`config.mk`:
```
export PLATFORM = sky130hd
export DESIGN_NAME = cw_step_sequencer
export DESIGN_NICKNAME = d
export VERILOG_FILES = /design/src/rtl/cw_step_sequencer.sv
export SDC_FILE = /design/constraint.sdc
export NUM_CORES = 1
export LEC_CHECK = 0
export ABC_AREA = 1
export BUFFER_PORTS_ARGS = -buffer_cell sky130_fd_sc_hd__buf_2
export CORE_ASPECT_RATIO = 1.1
export CORE_MARGIN = 2
export CORE_UTILIZATION = 35
export CTS_BUF_LIST = sky130_fd_sc_hd__clkbuf_16
export DETAILED_ROUTE_END_ITERATION = 16
export SYNTH_ARGS = -nofsm -noshare
export SYNTH_HDL_FRONTEND = slang
export SYNTH_SLANG_ARGS = --single-unit
```
`constraint.sdc`:
```
create_clock -name clock -period 16.3 [get_ports clock]
set_clock_uncertainty 0.05 [all_clocks]
set_input_delay 1.63 -clock clock [delete_from_list [all_inputs] [get_ports clock]]
set_output_delay 1.63 -clock clock [all_outputs]
set_load 0.01 [all_outputs]
```
`src/rtl/cw_step_sequencer.sv`:
```
// Board test sequencer: assembles a wide control word from a narrow switch bank
// and advances the datapath with one-cycle step-enable pulses (single, burst, free-run).

module cw_step_debounce #(
    parameter int CYCLES = 4
) (
    input  logic clock,
    input  logic reset,
    input  logic btn_n,
    output logic press
);
    localparam int CNTW = $clog2(CYCLES + 1);
    localparam logic [CNTW-1:0] CNT_LAST = CNTW'(CYCLES - 1);

    logic            sync1;
    logic            sync2;
    logic            level;
    logic [CNTW-1:0] cnt;

    // level is the debounced "pressed" state; cnt counts consecutive samples disagreeing with it
    always_ff @(posedge clock or posedge reset) begin
        if (reset) begin
            sync1 <= 1'b0;
            sync2 <= 1'b0;
            level <= 1'b0;
            cnt   <= '0;
            press <= 1'b0;
        end else begin
            sync1 <= ~btn_n;
            sync2 <= sync1;
            press <= 1'b0;
            if (sync2 == level) begin
                cnt <= '0;
            end else if (cnt == CNT_LAST) begin
                level <= sync2;
                cnt   <= '0;
                press <= sync2;
            end else begin
                cnt <= cnt + 1'b1;
            end
        end
    end
endmodule

module cw_step_sequencer #(
    parameter int CW_WIDTH        = 40,
    parameter int CHUNK_WIDTH     = 8,
    parameter int DEBOUNCE_CYCLES = 500000,
    parameter int RUN_DIV         = 25000000,
    localparam int NCHUNK = (CW_WIDTH + CHUNK_WIDTH - 1) / CHUNK_WIDTH,
    localparam int IDXW   = (NCHUNK > 1) ? $clog2(NCHUNK) : 1
) (
    input  logic                   clock,
    input  logic                   reset,
    input  logic                   btn_load_n,
    input  logic                   btn_step_n,
    input  logic [1:0]             mode,
    input  logic [7:0]             burst_count,
    input  logic [CHUNK_WIDTH-1:0] sw_chunk,
    output logic [CW_WIDTH-1:0]    cw_out,
    output logic [IDXW-1:0]        chunk_idx,
    output logic                   cw_ready,
    output logic                   step_en,
    output logic [15:0]            step_count,
    output logic                   busy
);
    localparam int DIVW = (RUN_DIV > 1) ? $clog2(RUN_DIV) : 1;
    localparam logic [DIVW-1:0] DIV_LAST = DIVW'(RUN_DIV - 1);
    localparam logic [IDXW-1:0] LAST_IDX = IDXW'(NCHUNK - 1);

    typedef enum logic [1:0] {IDLE, PULSE, BURST, RUN} state_t;

    state_t              state;
    logic [CW_WIDTH-1:0] staging;
    logic [CW_WIDTH-1:0] staging_nxt;
    logic [7:0]          remaining;
    logic [DIVW-1:0]     div_cnt;
    logic                load_ev;
    logic                step_ev;
    logic                load_done;
    logic                apply_word;

    cw_step_debounce #(.CYCLES(DEBOUNCE_CYCLES)) u_db_load (
        .clock(clock), .reset(reset), .btn_n(btn_load_n), .press(load_ev)
    );
    cw_step_debounce #(.CYCLES(DEBOUNCE_CYCLES)) u_db_step (
        .clock(clock), .reset(reset), .btn_n(btn_step_n), .press(step_ev)
    );

    // Bits past CW_WIDTH in the last chunk simply have no destination.
    always_comb begin
        staging_nxt = staging;
        if (load_ev) begin
            for (int i = 0; i < CW_WIDTH; i++) begin
                if ((i / CHUNK_WIDTH) == int'(chunk_idx)) staging_nxt[i] = sw_chunk[i % CHUNK_WIDTH];
            end
        end
    end

    assign load_done  = load_ev && (chunk_idx == LAST_IDX);
    assign apply_word = cw_ready || load_done;

    always_ff @(posedge clock or posedge reset) begin
        if (reset) begin
            state      <= IDLE;
            staging    <= '0;
            cw_out     <= '0;
            chunk_idx  <= '0;
            cw_ready   <= 1'b0;
            step_en    <= 1'b0;
            step_count <= '0;
            busy       <= 1'b0;
            remaining  <= '0;
            div_cnt    <= '0;
        end else begin
            step_en <= 1'b0;
            if (load_ev) begin
                staging   <= staging_nxt;
                chunk_idx <= load_done ? '0 : chunk_idx + 1'b1;
                if (load_done) cw_ready <= 1'b1;
            end
            case (state)
                IDLE: begin
                    busy <= 1'b0;
                    if (step_ev && mode != 2'b11) begin
                        busy    <= 1'b1;
                        div_cnt <= '0;
                        // A load completing in the same cycle is applied by this step.
                        if (apply_word) begin
                            cw_out   <= staging_nxt;
                            cw_ready <= 1'b0;
                        end
                        case (mode)
                            2'b00: state <= PULSE;
                            2'b01: begin
                                remaining <= burst_count;
                                state     <= (burst_count == 8'd0) ? IDLE : BURST;
                            end
                            default: state <= RUN;
                        endcase
                    end
                end
                PULSE: begin
                    step_en    <= 1'b1;
                    step_count <= step_count + 16'd1;
                    state      <= IDLE;
                end
                BURST: begin
                    if (step_ev) begin
                        state <= IDLE;
                        busy  <= 1'b0;
                    end else if (div_cnt == '0) begin
                        step_en    <= 1'b1;
                        step_count <= step_count + 16'd1;
                        remaining  <= remaining - 8'd1;
                        div_cnt    <= DIV_LAST;
                        if (remaining == 8'd1) state <= IDLE;
                    end else begin
                        div_cnt <= div_cnt - 1'b1;
                    end
                end
                RUN: begin
                    if (step_ev) begin
                        state <= IDLE;
                        busy  <= 1'b0;
                    end else if (div_cnt == '0) begin
                        step_en    <= 1'b1;
                        step_count <= step_count + 16'd1;
                        div_cnt    <= DIV_LAST;
                    end else begin
                        div_cnt <= div_cnt - 1'b1;
                    end
                end
                default: state <= IDLE;
            endcase
        end
    end
endmodule

```
== Yosys cells after proc, flatten, opt, wreduce, memory -nomap -nowiden ==
Index checks and enable logic that the tools add are counted.
W data, S select, Z words.
Cells by class
  bitwise operators: 4
  reductions and logical operators: 20
  multiplexer cells: 81
  add/sub/neg operators: 6
  eq/ne operators: 25
Operator list (count)
  $mux W19: 4
  $mux W25: 3
  $mux W1: 53
  $pmux W25 S2: 1
  $mux W40: 1
  $add A19 B1 Y19 const B: 2
  $eq A19 B19 Y1 const B: 2
  $mux W16: 2
  $mux W8: 4
  $pmux W16 S2: 1
  $logic_not A25 Y1: 1
  $sub A25 B1 Y25 const B: 1
  $add A16 B1 Y16 const B: 1
  $pmux W8 S2: 1
  $mux W2: 6
  $ne A2 B2 Y1 const B: 5
  $eq A3 B3 Y1 const A: 3
  $reduce_and A3 Y1: 3
  $eq A8 B1 Y1 const B: 1
  $logic_not A8 Y1: 1
  $ne A2 B1 Y1 const B: 4
  $pmux W2 S4: 1
  $sub A8 B1 Y8 const B: 1
  $ne A3 B2 Y1 const B: 2
  19 further kinds: 32
Word-level totals
  output and inout port bits: 62
  bits of input ports: 22
  logic and storage cells: 156
  bits in registers: 183

== Logic depth before layout (Yosys ltp) ==
  word-level depth: 7
  mapped depth: 11
  depth with buffers taken out: 11

== Modules after synthesis ==
Synthesis repeated with hierarchy kept, for this count alone.
Second synthesis, totals
  cells, all modules: 1066
  area total of the unflattened synthesis: 9272.6 um^2
By module, submodules not included
  cw_step_sequencer: times used 1, cells an instance 750, sequential area each 3428.3 um^2, area each 6660.1 um^2
  cw_step_debounce: times used 2, cells an instance 158, sequential area each 575.6 um^2, area each 1306.3 um^2

== Least setup slack after synthesis ==
No wires, ideal clock.
  path type: input port to flip-flop
  start: in mode[1]
  end: reg cw_out[0]
  path slack: 13.601 ns
  arrival time: 2.524 ns
  path buffers: 1
  data required time: 16.125 ns
  library setup time: 0.125 ns
  cell stages on the path: 5
  cells stage by stage: nand2_1 nand3_2 a21oi_4 buf_6 mux2_2
Between the ends
  longest elaborated chain between the ends: 3
Ends and longest elaborated chain
  from (decl): RTL line 57  | input logic [1:0] mode,
  $ne A2 B2 Y1: RTL line 125  | if (step_ev && mode != 2'b11) begin
  $logic_and A1 B1 Y1: RTL line 125
  $reduce_and A3 Y1 (no source line)
  to (signal assigned): RTL line 130  | cw_out <= staging_nxt;
  to (decl): RTL line 60  | output logic [CW_WIDTH-1:0] cw_out,
Every way passes these cells.
A chain may end at the register's enable or synchronous reset.

== Worst setup path in the final report ==
  start: in mode[0]
  end: reg cw_out[29]
The elaborated chain is that of the path after synthesis.

==> metrics.yaml <==
layout:
  nFillCells: 2590
  fin_util_pct: 41.2
  layout_commonest_cell: "nand2_1"
  areaGrowthSynthToFinish_pct: 15.2
  drive_gt1_share_pct: 15.0
  diodes: 0
  layout_common_cells: "nand2_1 (273), dfrtp_1 (183), nor2_1 (145), inv_1 (117), o21ai_0 (85)"
  nNetsFinal: 1206
hold_path:
  hp-class: "register to register"
  hold_depth: 0
  min-delay-start: "u_db_load.sync1$_DFF_PP0_"
  min_to: "u_db_load.sync2$_DFF_PP0_"
pwr:
  power.density_mw_per_mm2: 86.9
  internal_power_w: 0.000674
  p_sw_share_pct: 25.9
  comb_power_share_pct: 2.3
  clockPowerShare_pct: 47.4
  ir_drop_v: 0.0000722
  p_sw_w: 0.000235
  p_seq_share_pct: 50.2
  leakagePower_nw: 5.18
clock_tree:
  clockBufferDepth: 2
  holdBufCountCts: 0
  clkLatencyLatePin_ps: 440
  htreeDepth: 4
  clock-sinks: 183
  clk_pin_slew_ps: 80
  numCtsBuffers: 17
  ctsResizeCount: 0
  post_cts_buffers: 0
  cts_root_buf: "clkbuf_16"
  cts_tree: "yes"
sta:
  slew_violations: 0
  tightestPinTransition_ps: 885
  worst_slack_ps: 13500
  min_period_ps: 2810
  fmax_mhz: 357
  finalCritPeriodShare_pct: 17.2
  setup_viol: 0
  rsz0062_at_grt: "false"
  finalHoldViolations: 0
  relSlewSlack_pct: 41.0
  tns_ps: 0
route:
  drt-total-wl_mm: 20.8
  drtIter0Drc: 450
  ant_nets: 0
  drt-pass1-iter-count: 5
  vias: 7298
  wl_per_cell_um: 13.6
  via_per_inst: 4.76
  drc: 0
global_routing:
  grt_first_pass_wirelength_mm: 34.4
  grt_pass1_vias: 6879
  grt_max_degree: 128
  grt_usage_pct: 15.7
  antenna_found_initial: 0
  grt-ovfl-total: 0
worst_setup_path:
  worstPathArrival_ps: 3080
  cp_data_required_time_ps: 16570
  startpoint_type: "primary input"
  cp-startpoint: "mode[0]"
  ff2ff_path_depth: 6
  r2r_end: "cw_out[29]$_DFFE_PP0P_"
  worstSetupPathType: "primary input to register"
  endpoint_kind: "register"
  cp_max_fo: 40
  worstReg2RegStart: "chunk_idx[0]$_DFFE_PP0P_"
  rrSetupSlack_ps: 14100
synth:
  yosysWarnings: 0
  synth_cell_types: 41
  ys_seq_area_share_pct: 50.4
  synth_top_area_share_pct: 50.4
  synth.avg_cell_area_um2: 8.34
  ys_top_cells_by_area: "dfrtp_1 (50%), nand2_1 (11%), nor2_1 (6.0%), mux2_2 (5.0%), inv_1 (4.9%)"
  syn_area_mm2: 0.00908
  synth_fp_nets: 1122
  synth_seq_cells: 183
  synth.largest_area_cell: "dfrtp_1"
  netlist_instances: 1089
placed_design:
  hpwl_mm: 14.9
  place_congestion: 0.918
  dp_slack_ps: 13020
  io_buffers: 83
outcome:
  status: "completed"
floorplanning:
  die_h_um: 173
  io_pins: 84
  die_x_um: 158
  rows: 61
  dieArea_mm2: 0.0273
  core_mm2: 0.0254
  start_util_pct: 35.7
job:
  maxCapViolCount: 0
-- power by group through the flow --
stage / combinational (W) / clock, W / sequential (W)
after floorplan: 0.0000130 / 0 / 0.000466
after global placement: 0.0000223 / 0 / 0.000466
after detailed placement: 0.0000222 / 0 / 0.000466
after CTS: 0.0000223 / 0.000443 / 0.000457
after global routing: 0.0000250 / 0.000463 / 0.000457
final: 0.0000212 / 0.000431 / 0.000457
-- how the worst max path moves through the flow --
stage                                  endpoint  slack (ps)  depth (start not counted)
detailed placement   u_db_load.cnt[0]$_DFF_PP0_       13020                          3
global placement     u_db_load.cnt[1]$_DFF_PP0_       13020                          3
finish                   cw_out[29]$_DFFE_PP0P_       13500                          6
floorplan                      busy$_DFFE_PP0P_        9650                          1
global route        u_db_load.level$_DFFE_PP0P_       13310                          3
CTS                  u_db_step.cnt[2]$_DFF_PP0_       13490                          3
-- layer usage --
layer	routed length, µm	part of all wire, %	vias to the layer above	global-route usage, %
li1	-	-	3690	-
met1	10200	49	3440	22.0
met2	9580	46	151	24.9
met3	724	3.5	17	2.71
met4	240	1.2	0	4.36
met5	0	0	-	0
-- area by class of cell --
cell class	instances	area, µm²	area share (%)
clock buffers	17	425	4.07
clock inverters	15	215	2.06
inverters	120	458	4.38
multi-input cells	765	3910	37.4
flip-flops and latches	183	4580	43.8
well taps	346	433	4.14
repair buffers	86	438	4.19
-- logic make-up after synthesis --
group / share of synthesized area (%)
buffers and inverters: 6.53
XOR/XNOR: 3.37
adder cells (fa/ha/maj): 1.52
multiplexers: 4.96
AND/OR/NAND/NOR: 27.1
flip-flops: 50.4
AO/OA/AOI/OAI: 6.16
-- through the flow --
stage,cell area [µm²],cells,total power (W),hold WS [ps]
final,10500,1532,0.000909,316
after global routing,10500,1532,0.000945,325
after CTS,10500,1532,0.000922,316
after detailed placement,9820,1500,0.000488,298
after global placement,9820,1500,0.000488,286
after floorplan,9080,1089,0.000479,281
-- cells in the mapped netlist, drive strengths merged --
cell,n
nand2,277
dfrtp,183
nor2,151
inv,119
o21ai,88
nand3,86
mux2,40
xor2,34
nor3,23
nand4,21
buf,17
ha,11
a21oi,8
nand3b,5
nor3b,5
clkbuf,4
nor4,3
or2,3
a211oi,1
a21boi,1
and2,1
clkinv,1
o211a,1
o21bai,1
o221ai,1
o22ai,1
o311ai,1
o31ai,1
xnor2,1
-- sequential cells by signal, summed over array words and instances (netlist names), 2 cells and up --
signal         count
remaining          8
staging           40
u_db_load.cnt     19
step_count        16
chunk_idx          3
u_db_step.cnt     19
div_cnt           25
state              2
cw_out            40
-- critical path, cell delays in order --
cell	delay, ps
buf_2	110
nand2_1	150
nand3_2	150
a21oi_4	130
buf_4	460
mux2_2	400
Note: power is estimated with default switching activity, not from simulation.
